--- config.mk ---
export PLATFORM = sky130hd
export DESIGN_NAME = seg7_scan_display
export DESIGN_NICKNAME = d
export VERILOG_FILES = /design/src/rtl/seg7_pkg.sv /design/src/rtl/seg7_scan_display_bin2bcd_seq.sv /design/src/rtl/seg7_scan_display.sv
export SDC_FILE = /design/constraint.sdc
export NUM_CORES = 1
export LEC_CHECK = 0
export ABC_AREA = 1
export ABC_CLOCK_PERIOD_IN_PS = 8490
export CORE_MARGIN = 8
export CORE_UTILIZATION = 31
export CTS_BUF_LIST = sky130_fd_sc_hd__clkbuf_4 sky130_fd_sc_hd__clkbuf_8 sky130_fd_sc_hd__clkbuf_16
export DETAILED_ROUTE_END_ITERATION = 10
export GPL_ROUTABILITY_DRIVEN = 0
export PLACE_DENSITY = 0.61
export SLEW_MARGIN = 20
export SYNTH_ARGS = -nofsm -noshare
export SYNTH_HDL_FRONTEND = slang
export SYNTH_SLANG_ARGS = --single-unit
--- constraint.sdc ---
create_clock -name clk -period 8.49 [get_ports clk]
set_clock_uncertainty 0.2 [all_clocks]
set_input_delay 1.698 -clock clk [delete_from_list [all_inputs] [get_ports clk]]
set_output_delay 1.698 -clock clk [all_outputs]
set_load 0.01 [all_outputs]
--- src/rtl/seg7_pkg.sv ---
// Shared constants and types for the scanned 7-segment display controller.
// Segment patterns are {g,f,e,d,c,b,a}, active-high.
package seg7_pkg;

  localparam logic [6:0] SEG_DIGIT [10] = '{
    7'h3F, 7'h06, 7'h5B, 7'h4F, 7'h66,
    7'h6D, 7'h7D, 7'h07, 7'h7F, 7'h6F
  };
  localparam logic [6:0] SEG_DASH  = 7'h40;
  localparam logic [6:0] SEG_BLANK = 7'h00;

  // BCD nibble reserved for "value out of range"; rendered as a dash.
  localparam logic [3:0] BCD_DASH = 4'hF;

  typedef enum logic [2:0] {
    CS_IDLE  = 3'd0,
    CS_LOAD  = 3'd1,
    CS_WAIT  = 3'd2,
    CS_STORE = 3'd3,
    CS_DONE  = 3'd4
  } conv_state_e;

  function automatic logic [6:0] seg_of(input logic [3:0] nib);
    logic [6:0] pat;
    pat = SEG_BLANK;
    if (nib <= 4'd9) begin
      pat = SEG_DIGIT[nib];
    end else if (nib == BCD_DASH) begin
      pat = SEG_DASH;
    end
    return pat;
  endfunction

endpackage

--- src/rtl/seg7_scan_display_bin2bcd_seq.sv ---
// Iterative double-dabble: one binary field to two BCD digits in FIELD_W shift cycles.
// Handshake: start is accepted only while busy is low; done pulses for one cycle and bcd/ovf then hold until the next accepted start.
module bin2bcd_seq #(
  parameter int FIELD_W = 6
) (
  input  logic               clk,
  input  logic               reset,
  input  logic               start,
  input  logic [FIELD_W-1:0] bin,
  output logic               busy,
  output logic               done,
  output logic [7:0]         bcd,
  output logic               ovf
);

  localparam int SW = FIELD_W + 8;

  logic [SW-1:0] sh;
  logic [SW-1:0] sh_adj;
  logic [2:0]    cnt;

  // Carries out of the tens nibble are dropped; values >= 100 are flagged by ovf instead.
  always_comb begin
    sh_adj = sh;
    if (sh[FIELD_W +: 4] >= 4'd5) begin
      sh_adj[FIELD_W +: 4] = sh[FIELD_W +: 4] + 4'd3;
    end
    if (sh[FIELD_W+4 +: 4] >= 4'd5) begin
      sh_adj[FIELD_W+4 +: 4] = sh[FIELD_W+4 +: 4] + 4'd3;
    end
  end

  assign bcd = sh[FIELD_W +: 8];

  always_ff @(posedge clk or posedge reset) begin
    if (reset) begin
      sh   <= '0;
      cnt  <= '0;
      busy <= 1'b0;
      done <= 1'b0;
      ovf  <= 1'b0;
    end else begin
      done <= 1'b0;
      if (start && !busy) begin
        sh   <= {8'h00, bin};
        cnt  <= 3'(FIELD_W);
        busy <= 1'b1;
        ovf  <= (int'(bin) >= 100);
      end else if (busy) begin
        sh  <= {sh_adj[SW-2:0], 1'b0};
        cnt <= cnt - 3'd1;
        if (cnt == 3'd1) begin
          busy <= 1'b0;
          done <= 1'b1;
        end
      end
    end
  end

endmodule

--- src/rtl/seg7_scan_display.sv ---
// Scanned 7-segment controller: frame snapshot, sequential BCD conversion, digit strobing, 1 Hz field blink.
// Optional leading-zero blanking of the top field's tens digit with SEG7_LZB_EN.
module seg7_scan_display
  import seg7_pkg::*;
#(
  parameter int NUM_FIELDS = 3,
  parameter int FIELD_W    = 6,
  parameter int SCAN_DIV   = 1000
) (
  input  logic                          clk,
  input  logic                          reset,
  input  logic                          seconds_clk,
  input  logic                          src_sel,
  input  logic [NUM_FIELDS*FIELD_W-1:0] time_val,
  input  logic [NUM_FIELDS*FIELD_W-1:0] sw_val,
  input  logic [NUM_FIELDS-1:0]         blink_mask,
  output logic [6:0]                    seg,
  output logic [2*NUM_FIELDS-1:0]       dig_en,
  output logic                          blink_phase,
  output conv_state_e                   conv_state
);

  localparam int ND  = 2 * NUM_FIELDS;
  localparam int PW  = (SCAN_DIV > 1) ? $clog2(SCAN_DIV) : 1;
  localparam int DW  = (ND > 1) ? $clog2(ND) : 1;
  localparam int FIW = (NUM_FIELDS > 1) ? $clog2(NUM_FIELDS) : 1;
  localparam int TW  = NUM_FIELDS * FIELD_W;

  if (FIELD_W < 4 || FIELD_W > 7) begin : g_chk_field_w
    $error("seg7_scan_display: FIELD_W must be in 4..7");
  end
  if (SCAN_DIV < 4) begin : g_chk_scan_div
    $error("seg7_scan_display: SCAN_DIV must be at least 4");
  end
  if (NUM_FIELDS * (FIELD_W + 3) >= ND * SCAN_DIV) begin : g_chk_conv_time
    $error("seg7_scan_display: conversion does not fit in one frame");
  end

  logic [PW-1:0]  presc;
  logic [DW-1:0]  d;
  logic           frame_start;
  logic [TW-1:0]  snap;
  logic [7:0]     work_buf    [NUM_FIELDS];
  logic [7:0]     display_buf [NUM_FIELDS];
  logic [FIW-1:0] conv_f;
  logic           conv_start;
  logic           conv_busy;
  logic           conv_done;
  logic [7:0]     conv_bcd;
  logic           conv_ovf;
  logic [NUM_FIELDS-1:0] mask_q;
  logic           sc_s1, sc_s2, sc_s3;
  logic [FIW-1:0] cur_f;
  logic [7:0]     cur_bcd;
  logic [3:0]     cur_nib;
  logic [6:0]     slot_seg;

  // Scan timebase: SCAN_DIV cycles per digit slot, ND slots per frame.
  always_ff @(posedge clk or posedge reset) begin
    if (reset) begin
      presc <= '0;
      d     <= '0;
    end else if (presc == PW'(SCAN_DIV - 1)) begin
      presc <= '0;
      d     <= (d == DW'(ND - 1)) ? '0 : d + 1'b1;
    end else begin
      presc <= presc + 1'b1;
    end
  end

  assign frame_start = (presc == '0) && (d == '0);

  // Whole-source snapshot and display refresh happen together so fields never tear.
  always_ff @(posedge clk or posedge reset) begin
    if (reset) begin
      snap <= '0;
      for (int i = 0; i < NUM_FIELDS; i++) display_buf[i] <= 8'h00;
    end else if (frame_start) begin
      snap <= src_sel ? sw_val : time_val;
      for (int i = 0; i < NUM_FIELDS; i++) display_buf[i] <= work_buf[i];
    end
  end

  assign conv_start = (conv_state == CS_LOAD) && !conv_busy;

  bin2bcd_seq #(
    .FIELD_W (FIELD_W)
  ) u_bin2bcd (
    .clk   (clk),
    .reset (reset),
    .start (conv_start),
    .bin   (snap[int'(conv_f)*FIELD_W +: FIELD_W]),
    .busy  (conv_busy),
    .done  (conv_done),
    .bcd   (conv_bcd),
    .ovf   (conv_ovf)
  );

  always_ff @(posedge clk or posedge reset) begin
    if (reset) begin
      conv_state <= CS_IDLE;
      conv_f     <= '0;
      for (int i = 0; i < NUM_FIELDS; i++) work_buf[i] <= 8'h00;
    end else begin
      case (conv_state)
        CS_IDLE: begin
          if (frame_start) begin
            conv_f     <= '0;
            conv_state <= CS_LOAD;
          end
        end
        CS_LOAD: begin
          if (!conv_busy) conv_state <= CS_WAIT;
        end
        CS_WAIT: begin
          if (conv_done) conv_state <= CS_STORE;
        end
        CS_STORE: begin
          work_buf[conv_f] <= conv_ovf ? {BCD_DASH, BCD_DASH} : conv_bcd;
          if (conv_f == FIW'(NUM_FIELDS - 1)) begin
            conv_state <= CS_DONE;
          end else begin
            conv_f     <= conv_f + 1'b1;
            conv_state <= CS_LOAD;
          end
        end
        CS_DONE: conv_state <= CS_IDLE;
        default: conv_state <= CS_IDLE;
      endcase
    end
  end

  // seconds_clk is from another domain: two flops to resynchronise, a third for edge detect.
  always_ff @(posedge clk or posedge reset) begin
    if (reset) begin
      sc_s1       <= 1'b0;
      sc_s2       <= 1'b0;
      sc_s3       <= 1'b0;
      blink_phase <= 1'b1;
    end else begin
      sc_s1 <= seconds_clk;
      sc_s2 <= sc_s1;
      sc_s3 <= sc_s2;
      if (sc_s2 && !sc_s3) blink_phase <= ~blink_phase;
    end
  end

  always_comb begin
    cur_f    = FIW'(d >> 1);
    cur_bcd  = display_buf[cur_f];
    cur_nib  = d[0] ? cur_bcd[7:4] : cur_bcd[3:0];
    slot_seg = seg_of(cur_nib);
`ifdef SEG7_LZB_EN
    if ((cur_f == FIW'(NUM_FIELDS - 1)) && d[0] && (cur_nib == 4'd0)) slot_seg = SEG_BLANK;
`endif
    if (!blink_phase && mask_q[cur_f]) slot_seg = SEG_BLANK;
  end

  // First cycle of every slot drives no strobe so the previous digit cannot ghost.
  always_ff @(posedge clk or posedge reset) begin
    if (reset) begin
      seg    <= SEG_BLANK;
      dig_en <= '0;
      mask_q <= '0;
    end else if (presc == '0) begin
      seg    <= SEG_BLANK;
      dig_en <= '0;
      mask_q <= blink_mask;
    end else begin
      seg    <= slot_seg;
      dig_en <= ND'(1) << d;
    end
  end

endmodule

==> results.sh, run 1 <==
export IMPL_dp_cells=961
export IMPL_report_final_slew_viol_count=0
export IMPL_finalHoldViolCount=0
export IMPL_path_clk_slew_ns=0.05
export IMPL_cp_start_kind="flip-flop"
export IMPL_met1_usage=0.156
export IMPL_dr_pass1_iters=5
export IMPL_ant_nets=0
export IMPL_drcViolationCount=0
export IMPL_path_delay_family="buffers and inverters"
export IMPL_clk_latency_ns=0.41
export IMPL_port_buffers=59
export IMPL_cts_buffers=17
export IMPL_dp_hpwl_mm=9.03
export IMPL_fin_nets=807
export IMPL_syn_inst=689
export IMPL_synth_seq_cells=123
export IMPL_overflow=0
export IMPL_cts_sinks=123
export IMPL_ys_warn_count=0
export IMPL_die_height_um=153
export IMPL_p_per_area_mw_per_mm2=212
export IMPL_relSlewSlack=0.471
export IMPL_final_common_cell="nand2_1"
export IMPL_diodes=0
export IMPL_htreeDepth=4
export IMPL_synth_cell_types=38
export IMPL_final_setup_tns_ns=0
export IMPL_cts_buffer_depth=2
export IMPL_drt_total_wl_mm=12.8
export IMPL_gr_max_usage_layer="met2"
export IMPL_critPathMaxStageDelay_ns=0.53
export IMPL_max_cap_violations=0
export IMPL_core_area_mm2=0.0186
export IMPL_track_usage=0.117
export IMPL_viasPerCell=4.51
export IMPL_syn_cell_area_mm2=0.00584
export IMPL_use_met2=0.178
export IMPL_end_kind="primary output"
export IMPL_leakage_uw=0.00348
export IMPL_cp_data_required_time_ns=6.59
export IMPL_cts_resized=0
export IMPL_worstMarginPinSlew_ns=0.793
export IMPL_critical_path_arrival_ns=1.46
export IMPL_drive_gt1_frac=0.0830
export IMPL_tritoncts="done"
export IMPL_ir_drop_mv=0.114
export IMPL_grt_use_met3=0.0350
export IMPL_drt_iter0_drc=259
export IMPL_cp_max_fo=2
export IMPL_dr_total_vias=4478
export IMPL_finalCriticalPeriod_ns=3.35
export IMPL_antenna_found_initial=0
export IMPL_grt_pass1_wl_mm=22.3
export IMPL_path_class="flip-flop to primary output"
export IMPL_postCtsSetupBuffers=0
export IMPL_avgSynthCellArea_um2=8.48
export IMPL_layout_cells_non_filler=993
export IMPL_rsz0062_at_grt="no"
export IMPL_crit_buf_inv=1
export IMPL_die_x_um=153
export IMPL_grt_pass1_vias=4425
export IMPL_dieArea_mm2=0.0235
export IMPL_hp_class="flip-flop to flip-flop"
export IMPL_crit_chain="clkdlybuf4s50_1"
export IMPL_grt_max_degree=69
export IMPL_period_share=0.395
export IMPL_num_io_pins=60
export IMPL_initial_core_util=0.314
export IMPL_mostFrequentLayoutCells="165 x nand2_1, 122 x dfrtp_1, 112 x inv_1"
export IMPL_wl_per_cell_um=12.9
export IMPL_synthesis_nets=750
export IMPL_setup_viol=0
export IMPL_status="complete, no violations"
export IMPL_fmax_mhz=298
export IMPL_synthToLayoutAreaGrowth_pct=23.3
export IMPL_cts_root_buffer_cell="clkbuf_16"
export IMPL_ys_seq_area_frac=0.527
export IMPL_postCtsHoldBufs=0
export IMPL_placementRows=50
export IMPL_slowest_stage="clkdlybuf4s50_1"
[registers in the layout, summed over array words and instances (netlist names)]
| signal | cells |
|---|---|
| u_bin2bcd.sh | 14 |
| u_bin2bcd.busy | 1 |
| sc_s2 | 1 |
| blink_phase | 1 |
| u_bin2bcd.cnt | 3 |
| work_buf | 24 |
| d | 3 |
| u_bin2bcd.done | 1 |
| conv_f | 2 |
| sc_s1 | 1 |
| seg | 7 |
| snap | 18 |
| mask_q | 3 |
| display_buf | 24 |
| conv_state | 3 |
| dig_en | 6 |
| sc_s3 | 1 |
| presc | 10 |
[synth_stat cells]
master      n  area share
a21oi_1    16       0.014
a21oi_2     1      0.0015
a31oi_1     1      0.0011
buf_2       4      0.0034
buf_4       2      0.0026
buf_6       3      0.0058
buf_8       1      0.0026
clkbuf_1   12      0.0077
dfrtp_1   122        0.52
dfstp_2     1      0.0045
ha_1       18       0.039
inv_1     113       0.073
inv_2       5      0.0032
inv_4       1      0.0011
nand2_1   165        0.11
nand2_2     2      0.0021
nand3_1    18       0.015
nand3_2     3      0.0051
nand3_4     1      0.0030
nand3b_1    3      0.0039
nand4_1     5      0.0054
nand4_2     1      0.0021
nor2_1     41       0.026
nor2_2      3      0.0032
nor2_4      3      0.0058
nor3_1      7      0.0060
nor4_1      1      0.0011
nor4_2      1      0.0021
o211ai_1   15       0.019
o21ai_0    94       0.081
o21ai_1     8      0.0069
o21ai_2     5      0.0075
o221ai_1    5      0.0075
o22ai_1     3      0.0032
o32ai_1     1      0.0015
or2_1       1      0.0011
or2_2       1      0.0011
xor2_1      2      0.0030
[area by class of cell]
class | count | area, um2
inverters | 119 | 452
multi-input cells | 425 | 2180
clock inverters | 12 | 148
well taps | 234 | 293
fillers | 1839 | 11400
flip-flops and latches | 123 | 3080
repair buffers | 60 | 593
clock buffers | 20 | 454
[path summary, 6_finish.rpt]
path	from	end	slack (ns)	depth (start not counted)
max in group asynchronous	reset	mask_q[1]$_DFFE_PP0N_	5.24	3
hold / removal	sc_s1$_DFF_PP0_	sc_s2$_DFF_PP0_	0.15	0
hold reg to reg	sc_s1$_DFF_PP0_	sc_s2$_DFF_PP0_	0.15	0
setup / recovery	blink_phase$_DFFE_PP1P_	blink_phase	5.14	1
min in group asynchronous	reset	snap[3]$_DFFE_PP0P_	1.56	2
setup reg to reg	d[0]$_DFFE_PP0N_	seg[4]$_DFF_PP0_	5.81	14
[metal layers]
layer,wire [um],vias to the layer above
met5,0,-
met2,5890,65
met1,6370,2101
met3,434,10
li1,-,2302
met4,106,0
[per-stage QoR]
step	power (uW)	hold slack (ns)	worst slack (ns)	area (um2)	utilization
floorplan	747	0.131	3.32	5840	-
global placement	812	0.136	4.69	6610	0.356
detailed placement	816	0.145	4.68	6610	0.356
CTS	1550	0.153	5.11	7210	0.388
global route	1600	0.166	4.91	7200	0.388
finish	1530	0.153	5.14	7200	0.388
[cells by family after synthesis]
group / after synthesis / synth area share
fa+ha+maj: 18 / 0.0386
buf+inv: 141 / 0.0989
flops: 123 / 0.527
compound gates: 149 / 0.143
simple gates: 256 / 0.190
xor+xnor: 2 / 0.00300
[power breakdown]
group | internal (uW) | switching, uW
Sequential | 639 | 23.5
Clock | 473 | 252
Combinational | 63.1 | 78.1
Power figures use the tool's default switching activity.
==> run 2: changes to the inputs <==
ABC_CLOCK_PERIOD_IN_PS = 3000   (was 8490)
PLACE_DENSITY = 0.62   (was 0.61)
clock period = 3 ns   (was 8.49 ns; I/O delays follow)
==> run 2 against run 1 <==
  * Via count grew 0.54%
  * Combinational power rose to 2.8 times the previous value
  * Register-to-register slack worse by 5.3 ns
  * Clock power grew to 2.8 times the previous value
  * Cell count is 0.20% higher
  * Sequential power grew to 2.8 times the previous value
  * Hold slack improved by 0.0054 ns
  * Core utilization increased by 0.25 points
  * Final area is 0.64% higher
  * Sequential cell count unchanged
  * Power increased to 2.8 times the previous value
  * Non-clock buffer count increased by 3
  * Critical path type is now flip-flop to flip-flop
  * Largest cell class unchanged
  * Largest power group unchanged
==> results.sh, run 2 (synthesis results as in run 1) <==
export IMPL_clk_latency_ns=0.41
export IMPL_worst_slack_ns=0.506
export IMPL_slowest_stage="dfrtp_1"
export IMPL_max_cap_violations=0
export IMPL_grt_pass1_wl_mm=22.1
export IMPL_path_class="flip-flop to flip-flop"
export IMPL_final_common_cell="nand2_1"
export IMPL_track_usage=0.115
export IMPL_p_per_area_mw_per_mm2=591
export IMPL_relSlewSlack=0.595
export IMPL_tritoncts="done"
export IMPL_port_buffers=59
export IMPL_whs_path_depth=0
export IMPL_cts_resized=0
export IMPL_final_setup_tns_ns=0
export IMPL_placementRows=50
export IMPL_largestRegisters="display_buf: 24 flops, work_buf: 24 flops, snap: 18 flops"
export IMPL_dr_pass1_iters=4
export IMPL_power_uw=4280
export IMPL_htreeDepth=4
export IMPL_period_share=0.831
export IMPL_initial_core_util=0.314
export IMPL_dp_hpwl_mm=8.77
export IMPL_grt_max_degree=81
export IMPL_synthToLayoutAreaGrowth_pct=24.1
export IMPL_crit_buf_inv=3
export IMPL_die_height_um=153
export IMPL_core_area_mm2=0.0186
export IMPL_report_final_slew_viol_count=0
export IMPL_drcViolationCount=0
export IMPL_critical_path_arrival_ns=2.58
export IMPL_postCtsHoldBufs=0
export IMPL_ff2ff_path_depth=14
export IMPL_antenna_found_initial=0
export IMPL_status="complete, no violations"
export IMPL_mostFrequentLayoutCells="165 x nand2_1, 122 x dfrtp_1, 112 x inv_1"
export IMPL_path_delay_family="simple AND/OR/NAND/NOR gates"
export IMPL_grt_pass1_vias=4567
export IMPL_cp_data_required_time_ns=3.09
export IMPL_drt_iter0_drc=224
export IMPL_cts_buffers=17
export IMPL_ant_nets=0
export IMPL_reg2reg_slack_ns=0.51
export IMPL_drive_gt1_frac=0.0841
export IMPL_num_io_pins=60
export IMPL_diodes=0
export IMPL_worstMarginPinSlew_ns=0.606
export IMPL_cts_sinks=123
export IMPL_finalCriticalPeriod_ns=2.49
export IMPL_die_x_um=153
export IMPL_cp_start_kind="flip-flop"
export IMPL_cts_root_buffer_cell="clkbuf_16"
export IMPL_leakage_uw=0.00350
export IMPL_fmax_mhz=401
export IMPL_dieArea_mm2=0.0235
export IMPL_setup_viol=0
export IMPL_whs_ns=0.158
export IMPL_overflow=0
export IMPL_path_clk_slew_ns=0.05
export IMPL_crit_path_frequent_cell="nand2_1"
export IMPL_critPathMaxStageDelay_ns=0.62
export IMPL_ir_drop_mv=0.344
export IMPL_crit_chain="inv_1 > a21oi_1 > o21ai_0 > nand2_1 > nand2_1 > nand2_1 > inv_1 > ha_1 > nor2_1 > inv_1 > nand3_2 > nand2_1 > nand2_2 > nor2_1"
export IMPL_dp_worst_setup_slack_ns=0.532
export IMPL_finalHoldViolCount=0
export IMPL_postCtsSetupBuffers=0
export IMPL_dr_total_vias=4502
export IMPL_cp_max_fo=13
export IMPL_wl_per_cell_um=12.6
export IMPL_end_kind="flip-flop"
export IMPL_drt_total_wl_mm=12.6
export IMPL_rsz0062_at_grt="no"
export IMPL_cts_buffer_depth=2
export IMPL_hp_class="flip-flop to flip-flop"
export IMPL_crit_cells=14
export IMPL_viasPerCell=4.52
export IMPL_fin_nets=810
==> run 2: changes by cell type in the layout (fill, tap and decap cells not counted) <==
cell / before / now
bufinv_16: 3 / 2
clkinv_4: 2 / 0
clkbuf_4: 2 / 3
buf_12: 0 / 3
clkdlybuf4s50_1: 58 / 59
inv_4: 2 / 1
buf_2: 1 / 0
clkbuf_8: 1 / 3
==> run 2: area by class of cell <==
cell class,count,area [um2]
fillers,1856,11300
clock buffers,23,489
clock inverters,8,92.6
multi-input cells,425,2180
repair buffers,63,658
flip-flops and latches,123,3080
inverters,119,453
well taps,234,293
==> run 2: through the flow <==
step | instances | utilization | instance area (um2)
6_report | 995 | 0.390 | 7250
5_1_grt | 995 | 0.390 | 7250
3_3_place_gp | 964 | 0.359 | 6670
3_5_place_dp | 964 | 0.359 | 6670
2_1_floorplan | 689 | - | 5850
4_1_cts | 995 | 0.390 | 7250
==> run 2: power breakdown <==
part | leakage (uW) | switching [uW] | total, uW | internal, uW
Clock | 0.000293 | 704 | 2010 | 1300
Combinational | 0.00165 | 215 | 399 | 184
Sequential | 0.00156 | 68.8 | 1880 | 1810
==> run 2: metal layers <==
layer  wire [um]  vias to the layer above  track usage
met5           0                        -            0
met1        5980                     2114        0.144
met2        5940                       68        0.182
met4         147                        0       0.0434
met3         506                       16       0.0361
li1            -                     2304            -
==> run 2: worst paths after layout <==
check / start / end
hold / removal: sc_s1$_DFF_PP0_ / sc_s2$_DFF_PP0_
max in group asynchronous: reset / seg[1]$_DFF_PP0_
setup / recovery: d[0]$_DFFE_PP0N_ / seg[2]$_DFF_PP0_
hold reg to reg: sc_s1$_DFF_PP0_ / sc_s2$_DFF_PP0_
min in group asynchronous: reset / snap[0]$_DFFE_PP0P_
setup reg to reg: d[0]$_DFFE_PP0N_ / seg[2]$_DFF_PP0_
==> run 3: changes to the inputs <==
ABC_CLOCK_PERIOD_IN_PS = 2260   (was 3000)
clock period = 2.26 ns   (was 3 ns; I/O delays follow)
==> run 3 against run 2 <==
  * Die area unchanged
  * Routed wire length increased by 0.62%
  * Sequential cell count unchanged
  * Setup slack got worse by 0.36 ns
  * Register-to-register slack got worse by 0.30 ns
  * Non-clock buffer count increased by 17
  * Power increased by 39%
  * Via count increased by 1.1%
  * Sequential power increased by 32%
  * Clock power increased by 46%
  * Combinational power increased by 34%
  * Critical path depth decreased by 13
  * Critical path type is now flip-flop to primary output
  * Critical endpoint is now blink_phase
  * Largest cell class unchanged
==> results.sh, run 3 (synthesis results as in run 1) <==
export IMPL_worstMarginPinSlew_ns=0.529
export IMPL_largestRegisters="display_buf: 24 flops, work_buf: 24 flops, snap: 18 flops"
export IMPL_p_per_area_mw_per_mm2=798
export IMPL_reg2reg_slack_ns=0.21
export IMPL_slowest_stage="clkdlybuf4s50_1"
export IMPL_switching_share=0.225
export IMPL_clk_latency_ns=0.41
export IMPL_drt_total_wl_mm=12.7
export IMPL_power_switching_uw=1340
export IMPL_hp_class="primary input to async pin"
export IMPL_comb_power_share=0.090
export IMPL_overflow=0
export IMPL_seq_power_share=0.417
export IMPL_route_met2_wl_mm=6.14
export IMPL_dp_hpwl_mm=8.95
export IMPL_highest_layer="met4"
export IMPL_path_clk_slew_ns=0.05
export IMPL_cts_buffers=17
export IMPL_ant_nets=0
export IMPL_mostFrequentLayoutCells="165 x nand2_1, 120 x dfrtp_1, 111 x inv_1"
export IMPL_setup_viol=0
export IMPL_place_area_mm2=0.00680
export IMPL_dr_pass1_iters=4
export IMPL_path_delay_family="buffers and inverters"
export IMPL_finalCriticalPeriod_ns=2.11
export IMPL_final_common_cell="nand2_1"
export IMPL_cp_start_kind="flip-flop"
export IMPL_core_area_mm2=0.0186
export IMPL_crit_chain="clkdlybuf4s50_1"
export IMPL_crit_buf_inv=1
export IMPL_intPower_uw=4620
export IMPL_dieArea_mm2=0.0235
export IMPL_r2r_start="d[1]$_DFFE_PP0N_"
export IMPL_clkPwrFrac=0.493
export IMPL_leakage_uw=0.00361
export IMPL_grt_pass1_vias=4634
export IMPL_num_io_pins=60
export IMPL_fillCellCount=1822
export IMPL_end_kind="primary output"
export IMPL_dr_total_vias=4550
export IMPL_final_setup_tns_ns=0
export IMPL_synthToLayoutAreaGrowth_pct=28.0
export IMPL_cts_buffer_depth=2
export IMPL_finalHoldViolCount=0
export IMPL_viasPerCell=4.49
export IMPL_path_class="flip-flop to primary output"
export IMPL_initial_core_util=0.314
export IMPL_critPathMaxStageDelay_ns=0.53
export IMPL_crit_start="blink_phase$_DFFE_PP1P_"
export IMPL_routed_wl_met3_um=521
export IMPL_wl_per_cell_um=12.5
export IMPL_tritoncts="done"
export IMPL_drcViolationCount=0
export IMPL_relSlewSlack=0.646
export IMPL_die_x_um=153
export IMPL_drt_iter0_drc=228
export IMPL_grt_max_degree=53
export IMPL_max_cap_violations=0
export IMPL_whs_ns=0.103
export IMPL_critical_path_arrival_ns=1.46
export IMPL_period_share=0.935
export IMPL_drive_gt1_frac=0.110
export IMPL_grt_pass1_wl_mm=22.0
export IMPL_track_usage=0.115
export IMPL_cp_data_required_time_ns=1.61
export IMPL_diodes=0
export IMPL_ir_drop_mv=0.491
export IMPL_report_final_slew_viol_count=0
export IMPL_port_buffers=59
export IMPL_status="complete, no violations"
export IMPL_fmax_mhz=473
export IMPL_drt_met1_wl_mm=5.85
export IMPL_antenna_found_initial=0
export IMPL_placementRows=50
export IMPL_cts_root_buffer_cell="clkbuf_16"
export IMPL_die_height_um=153
export IMPL_fin_nets=827
export IMPL_htreeDepth=4
export IMPL_final_area_mm2=0.00748
export IMPL_cts_sinks=123
export IMPL_cp_max_fo=2
## run 3: cell count changes in the layout (fill, tap and decap cells not counted), sizes merged
cell / delta
buf: +16
bufinv: +2
clkinv: -1
clkinvlp: +1
## run 3: power groups by stage
stage                     Clock [uW]  Sequential, uW  Combinational (uW)
after floorplan                    0            2530                 278
after global placement             0            2520                 533
after detailed placement           0            2520                 542
after CTS                       2990            2490                 549
after global routing            3090            2510                 616
final                           2940            2490                 535
## run 3: metrics by stage
stage               worst slack [ns]   util  total power (uW)  instances
finish                         0.146  0.402              5960       1013
global placement              0.0180  0.366              3060        978
CTS                           0.0576  0.401              6020       1010
global route                -0.00418  0.402              6220       1013
detailed placement           -0.0673  0.366              3070        978
floorplan                     0.0975      -              2810        689
## run 3: final timing paths
check                                           end  cells after the start
worst max-delay path                    blink_phase                      1
worst min-delay path            snap[0]$_DFFE_PP0P_                      2
worst max register to register     seg[5]$_DFF_PP0_                     12
worst min register to register      sc_s2$_DFF_PP0_                      0
max in group asynchronous          seg[0]$_DFF_PP0_                      3
min in group clk                    sc_s2$_DFF_PP0_                      0
## run 3: repair_timing
item | in CTS | in global routing
setup endpoints to repair | 6 | 7
hold buffers | 0 | 0
pin swaps | 0 | 1
gates resized for setup | 1 | 6
setup buffers | 0 | 3
## run 3: layout make-up
| type | count | area, um2 | share of cell area |
|---|---|---|---|
| clock buffers | 22 | 488 | 0.0653 |
| well taps | 234 | 293 | 0.0392 |
| inverters | 119 | 453 | 0.0606 |
| repair buffers | 80 | 811 | 0.108 |
| clock inverters | 10 | 163 | 0.0218 |
| multi-input cells | 425 | 2190 | 0.293 |
| flip-flops and latches | 123 | 3080 | 0.412 |
## run 3: metal layers
layer  vias up  global-route usage
li1       2342                   -
met1      2133               0.135
met2        59               0.191
met3        16              0.0392
met4         0              0.0377
met5         -                   0
